$ cat src/rtl/md_unit_pkg.sv
// Shared opcode/state types, default cycle counts and helpers for the
// multiply/divide unit.
package md_unit_pkg;

  typedef enum logic [2:0] {
    MD_MULT  = 3'd0,
    MD_MULTU = 3'd1,
    MD_DIV   = 3'd2,
    MD_DIVU  = 3'd3,
    MD_MTHI  = 3'd4,
    MD_MTLO  = 3'd5,
    MD_RSVD6 = 3'd6,
    MD_RSVD7 = 3'd7
  } md_op_e;

  typedef enum logic {
    ST_IDLE = 1'b0,
    ST_RUN  = 1'b1
  } md_state_e;

  localparam int MD_MULT_CYC = 5;
  localparam int MD_DIV_CYC  = 10;
  localparam int MD_DIV_BITS = 32;

  // Quotient bits retired per clock so all 32 finish before the commit edge,
  // which reads divider state registered one edge earlier.
  function automatic int divIters(input int cycles);
    if (cycles < 2) return MD_DIV_BITS;
    return (MD_DIV_BITS + cycles - 2) / (cycles - 1);
  endfunction

  function automatic logic [31:0] absVal(input logic [31:0] v, input logic en);
    return (en && v[31]) ? -v : v;
  endfunction

endpackage

$ cat src/rtl/md_div.sv
// Restoring divider on operand magnitudes, retiring ITERS quotient bits per
// clock; signs are reapplied on the way out (quotient truncates toward zero).
module md_div
  import md_unit_pkg::*;
#(
  parameter int ITERS = 4
) (
  input  logic        clk,
  input  logic        reset,
  input  logic        i_start,
  input  logic        i_signed,
  input  logic [31:0] i_dividend,
  input  logic [31:0] i_divisor,
  output logic [31:0] o_quot,
  output logic [31:0] o_rem
);

  logic        r_active;
  logic [5:0]  r_iter;
  logic [31:0] r_q;
  logic [31:0] r_rem;
  logic [31:0] r_dvs;
  logic        r_neg_q;
  logic        r_neg_r;

  logic [31:0] w_q_nxt;
  logic [31:0] w_rem_nxt;
  logic [5:0]  w_iter_nxt;
  logic [32:0] w_trial;

  // r_q doubles as the dividend shift register: dividend bits leave at the
  // top while quotient bits enter at the bottom.
  always_comb begin
    w_q_nxt    = r_q;
    w_rem_nxt  = r_rem;
    w_iter_nxt = r_iter;
    w_trial    = '0;
    for (int k = 0; k < ITERS; k++) begin
      if (r_active && (w_iter_nxt < 6'd32)) begin
        w_trial = {w_rem_nxt, w_q_nxt[31]};
        w_q_nxt = {w_q_nxt[30:0], 1'b0};
        if (w_trial >= {1'b0, r_dvs}) begin
          w_trial    = w_trial - {1'b0, r_dvs};
          w_q_nxt[0] = 1'b1;
        end
        w_rem_nxt  = w_trial[31:0];
        w_iter_nxt = w_iter_nxt + 6'd1;
      end
    end
  end

  always_ff @(posedge clk) begin
    if (reset) begin
      r_active <= 1'b0;
      r_iter   <= '0;
      r_q      <= '0;
      r_rem    <= '0;
      r_dvs    <= '0;
      r_neg_q  <= 1'b0;
      r_neg_r  <= 1'b0;
    end else if (i_start) begin
      r_active <= 1'b1;
      r_iter   <= '0;
      r_q      <= absVal(i_dividend, i_signed);
      r_rem    <= '0;
      r_dvs    <= absVal(i_divisor, i_signed);
      r_neg_q  <= i_signed & (i_dividend[31] ^ i_divisor[31]);
      r_neg_r  <= i_signed & i_dividend[31];
    end else if (r_active) begin
      r_q      <= w_q_nxt;
      r_rem    <= w_rem_nxt;
      r_iter   <= w_iter_nxt;
      r_active <= (w_iter_nxt != 6'd32);
    end
  end

  assign o_quot = r_neg_q ? -r_q : r_q;
  assign o_rem  = r_neg_r ? -r_rem : r_rem;

endmodule

$ cat src/rtl/md_unit.sv
// HI/LO multiply/divide unit: fixed-latency mult/div with a busy flag for the
// hazard unit, plus single-cycle mthi/mtlo writes.
module md_unit
  import md_unit_pkg::*;
#(
  parameter int MULT_CYCLES = MD_MULT_CYC,
  parameter int DIV_CYCLES  = MD_DIV_CYC
) (
  input  logic        clk,
  input  logic        reset,
  input  logic        md_en,
  input  logic [2:0]  md_op,
  input  logic [31:0] a,
  input  logic [31:0] b,
  output logic        busy,
  output logic [31:0] hi,
  output logic [31:0] lo
);

  localparam int MAX_CYC   = (MULT_CYCLES > DIV_CYCLES) ? MULT_CYCLES : DIV_CYCLES;
  localparam int CNT_W     = $clog2(MAX_CYC + 1);
  localparam int DIV_ITERS = divIters(DIV_CYCLES);
  localparam logic [CNT_W-1:0] MULT_LOAD = CNT_W'(MULT_CYCLES);
  localparam logic [CNT_W-1:0] DIV_LOAD  = CNT_W'(DIV_CYCLES);
  localparam logic [CNT_W-1:0] CNT_ONE   = CNT_W'(1);

  md_state_e        r_state;
  logic             r_busy;
  logic [31:0]      r_hi;
  logic [31:0]      r_lo;
  logic [CNT_W-1:0] r_count;
  logic [63:0]      r_pend;
  logic             r_is_div;
  logic             r_div_zero;

  md_op_e      w_op;
  logic        w_is_div;
  logic        w_mul_signed;
  logic        w_div_start;
  logic [63:0] w_a_ext;
  logic [63:0] w_b_ext;
  logic [63:0] w_prod;
  logic [31:0] w_quot;
  logic [31:0] w_rem;

  assign w_op         = md_op_e'(md_op);
  assign w_is_div     = (w_op == MD_DIV) || (w_op == MD_DIVU);
  assign w_mul_signed = (w_op == MD_MULT);
  assign w_div_start  = (r_state == ST_IDLE) && md_en && w_is_div;

  // Sign- or zero-extending to 64 bits lets one truncated multiply serve both.
  assign w_a_ext = {{32{w_mul_signed & a[31]}}, a};
  assign w_b_ext = {{32{w_mul_signed & b[31]}}, b};
  assign w_prod  = w_a_ext * w_b_ext;

  md_div #(
    .ITERS(DIV_ITERS)
  ) u_div (
    .clk       (clk),
    .reset     (reset),
    .i_start   (w_div_start),
    .i_signed  (w_op == MD_DIV),
    .i_dividend(a),
    .i_divisor (b),
    .o_quot    (w_quot),
    .o_rem     (w_rem)
  );

  // Ops arriving while RUN, including on the commit edge, are dropped; the
  // hazard unit is responsible for holding them in D.
  always_ff @(posedge clk) begin
    if (reset) begin
      r_state    <= ST_IDLE;
      r_busy     <= 1'b0;
      r_hi       <= '0;
      r_lo       <= '0;
      r_count    <= '0;
      r_pend     <= '0;
      r_is_div   <= 1'b0;
      r_div_zero <= 1'b0;
    end else begin
      case (r_state)
        ST_IDLE: begin
          if (md_en) begin
            case (w_op)
              MD_MULT, MD_MULTU: begin
                r_pend     <= w_prod;
                r_count    <= MULT_LOAD;
                r_is_div   <= 1'b0;
                r_div_zero <= 1'b0;
                r_busy     <= 1'b1;
                r_state    <= ST_RUN;
              end
              MD_DIV, MD_DIVU: begin
                r_count    <= DIV_LOAD;
                r_is_div   <= 1'b1;
                r_div_zero <= (b == 32'd0);
                r_busy     <= 1'b1;
                r_state    <= ST_RUN;
              end
              MD_MTHI: r_hi <= a;
              MD_MTLO: r_lo <= a;
              default: ;
            endcase
          end
        end
        ST_RUN: begin
          if (r_count == CNT_ONE) begin
            if (!r_div_zero) begin
              {r_hi, r_lo} <= r_is_div ? {w_rem, w_quot} : r_pend;
            end
            r_count <= '0;
            r_busy  <= 1'b0;
            r_state <= ST_IDLE;
          end else begin
            r_count <= r_count - CNT_ONE;
          end
        end
        default: begin
          r_busy  <= 1'b0;
          r_state <= ST_IDLE;
        end
      endcase
    end
  end

  assign busy = r_busy;
  assign hi   = r_hi;
  assign lo   = r_lo;

endmodule

$ cat config.mk
export PLATFORM = sky130hd
export DESIGN_NAME = md_unit
export DESIGN_NICKNAME = d
export VERILOG_FILES = /design/src/rtl/md_unit_pkg.sv /design/src/rtl/md_div.sv /design/src/rtl/md_unit.sv
export SDC_FILE = /design/constraint.sdc
export NUM_CORES = 2
export LEC_CHECK = 0
export ABC_AREA = 0
export CORE_MARGIN = 2
export CORE_UTILIZATION = 30
export DETAILED_ROUTE_END_ITERATION = 8
export GPL_TIMING_DRIVEN = 1
export HOLD_SLACK_MARGIN = 0.1
export RECOVER_POWER = 100
export SLEW_MARGIN = 15
export SYNTH_ARGS = -nofsm -noshare
export SYNTH_HDL_FRONTEND = slang
export SYNTH_SLANG_ARGS = --single-unit
$ cat constraint.sdc
create_clock -name clk -period 13.2 [get_ports clk]
set_input_delay 3.96 -clock clk [delete_from_list [all_inputs] [get_ports clk]]
set_output_delay 3.96 -clock clk [all_outputs]
set_load 0.005 [all_outputs]
==> results.json <==
{
  "hp-class": "reg -> reg",
  "status": "finished, violations left",
  "routabilityCongestion": 1.00,
  "instances_no_fill": 10200,
  "synth_nets": 8894,
  "yosysTopAreaCell": "fa_1",
  "fin_skew_ps": 14.4,
  "rrSetupSlack_ps": 760,
  "holdPathStages": 2,
  "ios": 135,
  "synth_cell_type_count": 102,
  "nNetsFinal": 9055,
  "clock_path_buffers": 3,
  "clkTransAtPathRegs_ps": 70,
  "dieArea_um2": 205000,
  "root_buffer": "clkbuf_16",
  "viasPerCell": 5.34,
  "violations": "capacitance limit, slew limit",
  "syn_area_per_cell_um2": 8.24,
  "dieHeight_um": 453,
  "wire_per_inst_um": 23.4,
  "worstMarginPinSlew_ps": 3520,
  "gr-usage-all-layers": 0.230,
  "portBuffers": 134,
  "slowest_delay_ps": 570,
  "worstPathArrival_ps": 13390,
  "grt_start_max_net_pins": 126,
  "crit_required_ps": 13740,
  "cts_tree": "done",
  "globalRouteOverflowTotal": 0,
  "core-area_um2": 200000,
  "cp-start-kind": "input port",
  "syn-cell-area_um2": 60500,
  "floorplan.initialDensity": 0.303,
  "grt_pass1_vias": 56800,
  "async_reset_ff_frac": 0,
  "reg2reg_to": "u_div.r_rem[0]",
  "synth_area_leaders": "fa_1, dfxtp_1, nand2_1",
  "finalSetupViolCount": 0,
  "syn_inst": 7344,
  "startpoint": "md_op[0]",
  "fp.dieW_um": 453,
  "endpoint_kind": "register",
  "placementRows": 164,
  "r2r_start": "u_div.r_dvs[28]",
  "yosysWarnings": 0,
  "layout_commonest_cell": "nand2_1",
  "clkLatencyLatePin_ps": 610,
  "hold_start": "r_pend[0]",
  "mostFrequentLayoutCells": "nand2_1, fa_1, inv_1",
  "drt-initial-drc-count": 4924,
  "drc": 0,
  "fill_cells": 20800,
  "routed_wl_um": 238000,
  "drive_gt1_frac": 0.0873,
  "htree_levels": 1,
  "synth_top_area_share": 0.373,
  "cts_buffers": 30,
  "vias": 54500,
  "slew_headroom": -1.35,
  "maxSlewViolCount": 352,
  "crit_fanout": 13,
  "max_cap_viol_count": 7,
  "grt_pass1_wl_um": 357000,
  "synth_edf_count": 0,
  "crit_path_top_delay_cell": "nor3_1",
  "dp_hpwl_um": 190000,
  "period_share": 0.974,
  "period_minus_slack_ps": 12860,
  "cts_sinks": 241,
  "r2r_cells": 51,
  "max_freq_mhz": 77.8,
  "setup_tns_ps": 0,
  "synthFlopType": "dfxtp_1",
  "path_class": "in -> reg",
  "final_util": 0.339,
  "whs_endpoint": "r_pend[0]",
  "areaGrowthSynthToFinish_pct": 12.0,
  "ys_seq_area_frac": 0.0797,
  "timing_hold_violations_final": 0,
  "first_pass_iters": 6,
  "final_antenna_net_count": 0,
  "synth-seq-cells": 241,
  "antenna_found_initial": 21,
  "place_inst": 10100,
  "rsz0062_at_grt": "no",
  "path_common_cell": "fa_1"
}
[repair_timing]
| action | in CTS | in global routing |
|---|---|---|
| setup endpoints to repair | 0 | 12 |
| hold buffers | 0 | 0 |
| buffers inserted | 0 | 0 |
| gates resized for setup | 0 | 2 |
[worst max path at each step]
| stage | to | cells after the start |
|---|---|---|
| global placement | r_pend[57] | 31 |
| detailed placement | r_pend[57] | 31 |
| floorplan | r_pend[57] | 31 |
| global route | u_div.r_rem[22] | 50 |
| finish | r_pend[57] | 31 |
| CTS | u_div.r_rem[21] | 50 |
[area by class of cell]
cell class / count / area, um^2 / area share
Multi-Input combinational cell: 5496 / 49700 / 0.732
Sequential cell: 241 / 4830 / 0.0713
Timing Repair Buffer: 612 / 4730 / 0.0698
Inverter: 1124 / 4220 / 0.0622
Tap cell: 2656 / 3320 / 0.0490
Clock buffer: 33 / 792 / 0.0117
Clock inverter: 23 / 200 / 0.00295
Antenna cell: 18 / 45.0 / 0.000664
[worst max-delay path: cells and delay by family]
family                     cells  cell delay [ps]
xor gates and xnor gates       1              130
adders and majority gates      9             4330
buffers and inverters          6             1240
and+or+nand+nor                6             1640
AOI/OAI and AO/OA              9             2070
[layer usage]
metal	vias up	GRT usage	wire [um]
met5	-	0	15
met4	2	0.177	21800
met3	739	0.0273	15800
li1	23900	-	-
met2	2463	0.384	113000
met1	27400	0.269	88400
[logic make-up after synthesis]
group	count (synthesis)	share of synthesized area
AOI/OAI and AO/OA	1322	0.142
xor gates and xnor gates	294	0.0425
adders and majority gates	1480	0.446
buffers and inverters	1607	0.101
DFF	241	0.0797
muxes	80	0.0136
and+or+nand+nor	2320	0.175
[synth_stat cells (129+ instances only)]
master	count
nand2_1	1216
fa_1	1129
inv_1	1124
clkbuf_1	384
ha_1	351
nor2_1	331
a21oi_1	322
and2_1	295
o21ai_0	270
dfxtp_1	241
xnor2_1	150
xor2_1	144
a31oi_1	129
[flip-flops by register name, indices dropped and copies added (netlist names)]
| signal | cells |
|---|---|
| r_pend | 64 |
| hi | 32 |
| lo | 32 |
| u_div.r_dvs | 32 |
| u_div.r_q | 32 |
| u_div.r_rem | 32 |
| u_div.r_iter | 6 |
| r_count | 4 |
| busy | 1 |
| r_div_zero | 1 |
| r_is_div | 1 |
| r_state | 1 |
| u_div.r_active | 1 |
| u_div.r_neg_q | 1 |
| u_div.r_neg_r | 1 |
[metrics by stage]
stage / hold slack [ps] / setup WS [ps] / instance area [um^2]
after detailed placement: 445 / 330 / 66900
after floorplan: 431 / 992 / 60500
after global routing: 475 / 6.51 / 67800
after CTS: 453 / 792 / 67900
final: 452 / 345 / 67800
after global placement: 437 / 332 / 66900
Power is left out: the tool's default activity adds up to more than one toggle a clock period on the data nets, which glitch-free logic cannot reach.
